`src/rtl/uart_led_cmd_parser.sv`:
```
// Frames received UART bytes into 4-byte SYNC/CMD/DATA/CHK packets and applies valid
// commands to a registered LED byte, reporting aborted frames via pulse, code and counter.
module uart_led_cmd_parser #(
  parameter logic [7:0]  SYNC_BYTE      = 8'hA5,
  parameter int unsigned TIMEOUT_CYCLES = 1200000,
  parameter logic [7:0]  LED_RESET      = 8'h00
) (
  input  logic       CLK,
  input  logic       RST_N,
  input  logic       rx_valid,
  input  logic [7:0] rx_data,
  input  logic       rx_error,
  output logic [7:0] led,
  output logic       frame_ok,
  output logic       frame_err,
  output logic [1:0] err_code,
  output logic [7:0] err_count
);

  typedef enum logic [1:0] {
    IDLE     = 2'd0,
    GET_CMD  = 2'd1,
    GET_DATA = 2'd2,
    GET_CHK  = 2'd3
  } state_t;

  typedef enum logic [1:0] {
    ERR_NONE     = 2'd0,
    ERR_CHECKSUM = 2'd1,
    ERR_UNKNOWN  = 2'd2,
    ERR_LINK     = 2'd3
  } err_t;

  localparam logic [23:0] TIMER_LAST = 24'(TIMEOUT_CYCLES - 1);

  state_t      state;
  logic [23:0] timer;
  logic [7:0]  cmd_q;
  logic [7:0]  data_q;

  logic [7:0]  chk_expected;
  logic        cmd_known;
  logic        timeout;
  logic        err_fire;
  err_t        err_val;

  function automatic logic [7:0] apply_cmd(input logic [7:0] cmd,
                                           input logic [7:0] cur,
                                           input logic [7:0] d);
    case (cmd)
      8'h01:   return d;
      8'h02:   return cur | d;
      8'h03:   return cur & ~d;
      8'h04:   return cur ^ d;
      default: return cur;
    endcase
  endfunction

  assign chk_expected = cmd_q + data_q;
  assign cmd_known    = (cmd_q inside {8'h01, 8'h02, 8'h03, 8'h04});
  // A byte arriving on the expiry cycle wins over the timeout.
  assign timeout      = (state != IDLE) && !rx_valid && (timer == TIMER_LAST);

  // NOTE: every always_comb output gets a default first so no latch is inferred.
  always_comb begin
    err_fire = 1'b0;
    err_val  = ERR_NONE;
    if (state != IDLE && (rx_error || timeout)) begin
      err_fire = 1'b1;
      err_val  = ERR_LINK;
    end else if (state == GET_CHK && rx_valid) begin
      if (rx_data != chk_expected) begin
        err_fire = 1'b1;
        err_val  = ERR_CHECKSUM;
      end else if (!cmd_known) begin
        err_fire = 1'b1;
        err_val  = ERR_UNKNOWN;
      end
    end
  end

  // NOTE: sequential state uses non-blocking assignments so all registers update together.
  always_ff @(posedge CLK or negedge RST_N) begin
    if (!RST_N) begin
      state     <= IDLE;
      timer     <= '0;
      cmd_q     <= '0;
      data_q    <= '0;
      led       <= LED_RESET;
      frame_ok  <= 1'b0;
      frame_err <= 1'b0;
      err_code  <= ERR_NONE;
      err_count <= '0;
    end else begin
      frame_ok  <= 1'b0;
      frame_err <= 1'b0;
      if (err_fire) begin
        frame_err <= 1'b1;
        err_code  <= err_val;
        if (err_count != 8'hFF) err_count <= err_count + 8'd1;
        state     <= IDLE;
        timer     <= '0;
      end else begin
        case (state)
          IDLE: begin
            timer <= '0;
            if (rx_valid && !rx_error && rx_data == SYNC_BYTE) state <= GET_CMD;
          end
          GET_CMD: begin
            if (rx_valid) begin
              cmd_q <= rx_data;
              timer <= '0;
              state <= GET_DATA;
            end else begin
              timer <= timer + 24'd1;
            end
          end
          GET_DATA: begin
            if (rx_valid) begin
              data_q <= rx_data;
              timer  <= '0;
              state  <= GET_CHK;
            end else begin
              timer <= timer + 24'd1;
            end
          end
          GET_CHK: begin
            if (rx_valid) begin
              led      <= apply_cmd(cmd_q, led, data_q);
              frame_ok <= 1'b1;
              timer    <= '0;
              state    <= IDLE;
            end else begin
              timer <= timer + 24'd1;
            end
          end
          default: state <= IDLE;
        endcase
      end
    end
  end

endmodule

```
`config.mk`:
```
export PLATFORM = sky130hd
export DESIGN_NAME = uart_led_cmd_parser
export DESIGN_NICKNAME = d
export VERILOG_FILES = /design/src/rtl/uart_led_cmd_parser.sv
export SDC_FILE = /design/constraint.sdc
export NUM_CORES = 1
export LEC_CHECK = 0
export BUFFER_PORTS_ARGS = -buffer_cell sky130_fd_sc_hd__buf_2
export CAP_MARGIN = 10
export CELL_PAD_IN_SITES_DETAIL_PLACEMENT = 2
export CELL_PAD_IN_SITES_GLOBAL_PLACEMENT = 2
export CORE_MARGIN = 4
export CORE_UTILIZATION = 33
export DETAILED_ROUTE_END_ITERATION = 10
export HOLD_SLACK_MARGIN = 0.15
export PLACE_DENSITY = 0.69
export SYNTH_ARGS = -nofsm -noshare
export SYNTH_HDL_FRONTEND = slang
export SYNTH_SLANG_ARGS = --single-unit
export TNS_END_PERCENT = 100
```
`constraint.sdc`:
```
create_clock -name CLK -period 3.45 [get_ports CLK]
set_input_delay 0.1725 -clock CLK [delete_from_list [all_inputs] [get_ports CLK]]
set_output_delay 0.1725 -clock CLK [all_outputs]
set_load 0.05 [all_outputs]
```
==> metrics <==
status=finished clean; Avg Inst Size Synth=between 9 and 10 um^2; Max-Cap Viols=0; final hold vios=0; Reg clk slew, reported paths=0.05 ns; row count=39; synthesized area=3830 um^2; Post-CTS Resized=0; Final min period=between 3 and 4 ns; Final Non-Filler Cells=slightly below 600; gr usage total=0.172; area share of the largest cell type after synthesis=0.405; Warnings, synthesis=0; initial antenna violation count=0; area leader, netlist=dfrtp_1; ys async rst share=1.00; Placed Instances=557; RSZ-0062 raised after global routing=no; slew margin rel.=0.431; Max FO, Critical Path=7; Seq/Total Area, Yosys=0.405; drt pass-1 iters=4; skew final=0.00843 ns; hold crit path type=in -> reg; CTS H-tree lvls=3; Non-Filler Cell Area, Final=4550 um^2; drt initial violations=100; CTS tree=yes; Critical Path RT=3.66 ns; die footprint=around 13000 um^2; Synth Register Bits=between 60 and 70; num ports=32; first-pass GRT wire length=17900 um; Max Freq=0.301 GHz; Final Setup Violations=0; fin nets=approximately 470; Routed Antenna Nets=0; max-slew violations=0; die width=116 um; WS Path Type=reg -> reg; clock sink count=62; Crit. End Element=flop; pin slew with the least headroom to its limit=0.853 ns; Synth Net Count=427; total number of vias=3077; TNS Setup=0 ns; Worst setup SP type=flop; antenna fix cells=0; port buffer count=31; Placed Area=4190 um^2; CTS buffer count=9; Post-synth EDFFs=0; clk_lat worst skew=0.33 ns; initial core utilization=0.337; area grow syn2layout=18.9%; P_leak=0.00196 uW; post-route setup slack=0.127 ns; Gate Count Post-Synth=384; period utilization=0.963; global route overflow=0; Clock Tree Root=clkbuf_16; arrival time worst endpoint=3.53 ns; routability cong.=0.760; Place WS=0.138 ns; DR WL/cell=18.3 um; Max Root-Sink Buffers=2; pin count of the biggest net entering global routing=34; total core area=11400 um^2; DRC viols=0; layout cells sized above 1=0.200; Post-Route WL=10600 um; power per cell area=836 nW/um^2; synth top area cells=dfrtp_1 (41%), ha_1 (9.8%), mux2_2 (7.1%); Vias/cell=5.33; Top FF cell, synth=dfrtp_1; DIE HEIGHT=116 um; HPWL after detailed placement=7830 um; Final Util=0.400; Distinct cells, synth=51; vias in the first global route=3449; VDD IR-drop max=between 0.2 and 0.3 mV
## per-stage QoR
step	hold WS [ns]	power [uW]
finish	0.158	3810
global route	0.158	4100
CTS	0.158	3860
detailed placement	0.299	2850
global placement	0.300	2760
floorplan	-0.123	2350
## final timing paths
check                                 from        to  slack [ns]  cells after the start
worst min-delay path            rx_data[5]  cmd_q[5]        0.16                      2
min in group asynchronous            RST_N    led[4]        0.46                      2
worst max-delay path             data_q[0]    led[7]        0.13                      9
worst max register to register   data_q[0]    led[7]        0.13                      9
worst min register to register    timer[0]  timer[0]        0.49                      1
max in group asynchronous            RST_N  cmd_q[4]        2.02                      3
## registers in the layout (all words and copies together) (netlist names)
name       cells
led            8
state          2
err_code       2
cmd_q          8
frame_ok       1
err_count      8
timer         24
data_q         8
frame_err      1
## layout by cell type (no fill, tap or decap), drive strengths merged, types with 2 or more instances in the layout
cell | netlist | routed
xnor2 | 16 | 16
nand3 | 19 | 19
nor2 | 45 | 45
nor4b | 2 | 2
nand4 | 13 | 13
and3 | 5 | 5
nor4bb | 2 | 2
ha | 30 | 30
a21oi | 10 | 10
bufinv | 0 | 2
nand2b | 4 | 4
dlygate4sd3 | 0 | 4
a31oi | 2 | 2
mux2 | 24 | 24
and2 | 4 | 4
or3 | 4 | 4
o31ai | 2 | 2
o21ai | 20 | 20
o221ai | 2 | 2
clkbuf | 9 | 11
inv | 24 | 24
dfrtp | 62 | 62
a21boi | 2 | 2
mux2i | 9 | 9
nor3 | 5 | 5
a222oi | 5 | 5
xor2 | 18 | 18
a211oi | 4 | 4
buf | 2 | 41
clkinvlp | 0 | 2
nand2 | 20 | 20
nor4 | 3 | 3
## cells in the mapped netlist, drive strengths merged (10+ instances only)
| library cell | number |
|---|---|
| dfrtp | 62 |
| nor2 | 45 |
| ha | 30 |
| inv | 24 |
| mux2 | 24 |
| nand2 | 20 |
| o21ai | 20 |
| nand3 | 19 |
| xor2 | 18 |
| xnor2 | 16 |
| nand4 | 13 |
| a21oi | 10 |
## worst max-delay path, stage by stage, from the launching register on
cell	delay [ns]
dfrtp_1	0.41
ha_1	0.23
fa_1	0.43
a211oi_2	0.35
nor3_1	0.12
nor4b_1	0.31
nand4_1	0.23
or3_1	0.46
nor2_4	0.28
mux2_2	0.37
## layout make-up
cell class / instances / area [um^2]
clock buffer: 11 / 233
inverter: 24 / 90.1
tap: 143 / 179
multi-input combinational: 287 / 2140
clock inverter: 5 / 83.8
sequential: 62 / 1550
fill: 1220 / 6820
timing repair buffer: 45 / 270
## logic make-up after synthesis
logic type / after synthesis / share of synthesized area
AOI/OAI and AO/OA: 57 / 0.103
xor gates and xnor gates: 34 / 0.0778
adders and majority gates: 31 / 0.103
buffers and inverters: 35 / 0.0350
DFF: 62 / 0.405
muxes: 33 / 0.0941
and+or+nand+nor: 132 / 0.181
## per-layer routing
layer	wire length, um	vias to the layer above	track usage
li1	-	1454	-
met1	4640	1578	0.210
met2	5530	33	0.310
met3	267	12	0.0376
met4	134	0	0.0433
met5	0	-	0
## what timing repair did
action / in CTS / in global routing
hold endpoints to repair: 33 / 0
endpoints found under the setup margin: 0 / 6
hold buffers: 4 / 0
buffers inserted: 0 / 0
## report_power, final
group | internal, uW | leakage [uW] | total [uW] | switching, uW
registers | 889 | 0.000789 | 1060 | 174
logic | 703 | 0.00103 | 1770 | 1070
clock network | 634 | 0.000146 | 972 | 338
total | 2230 | 0.00196 | 3810 | 1580
Power figures use the tool's default switching activity.
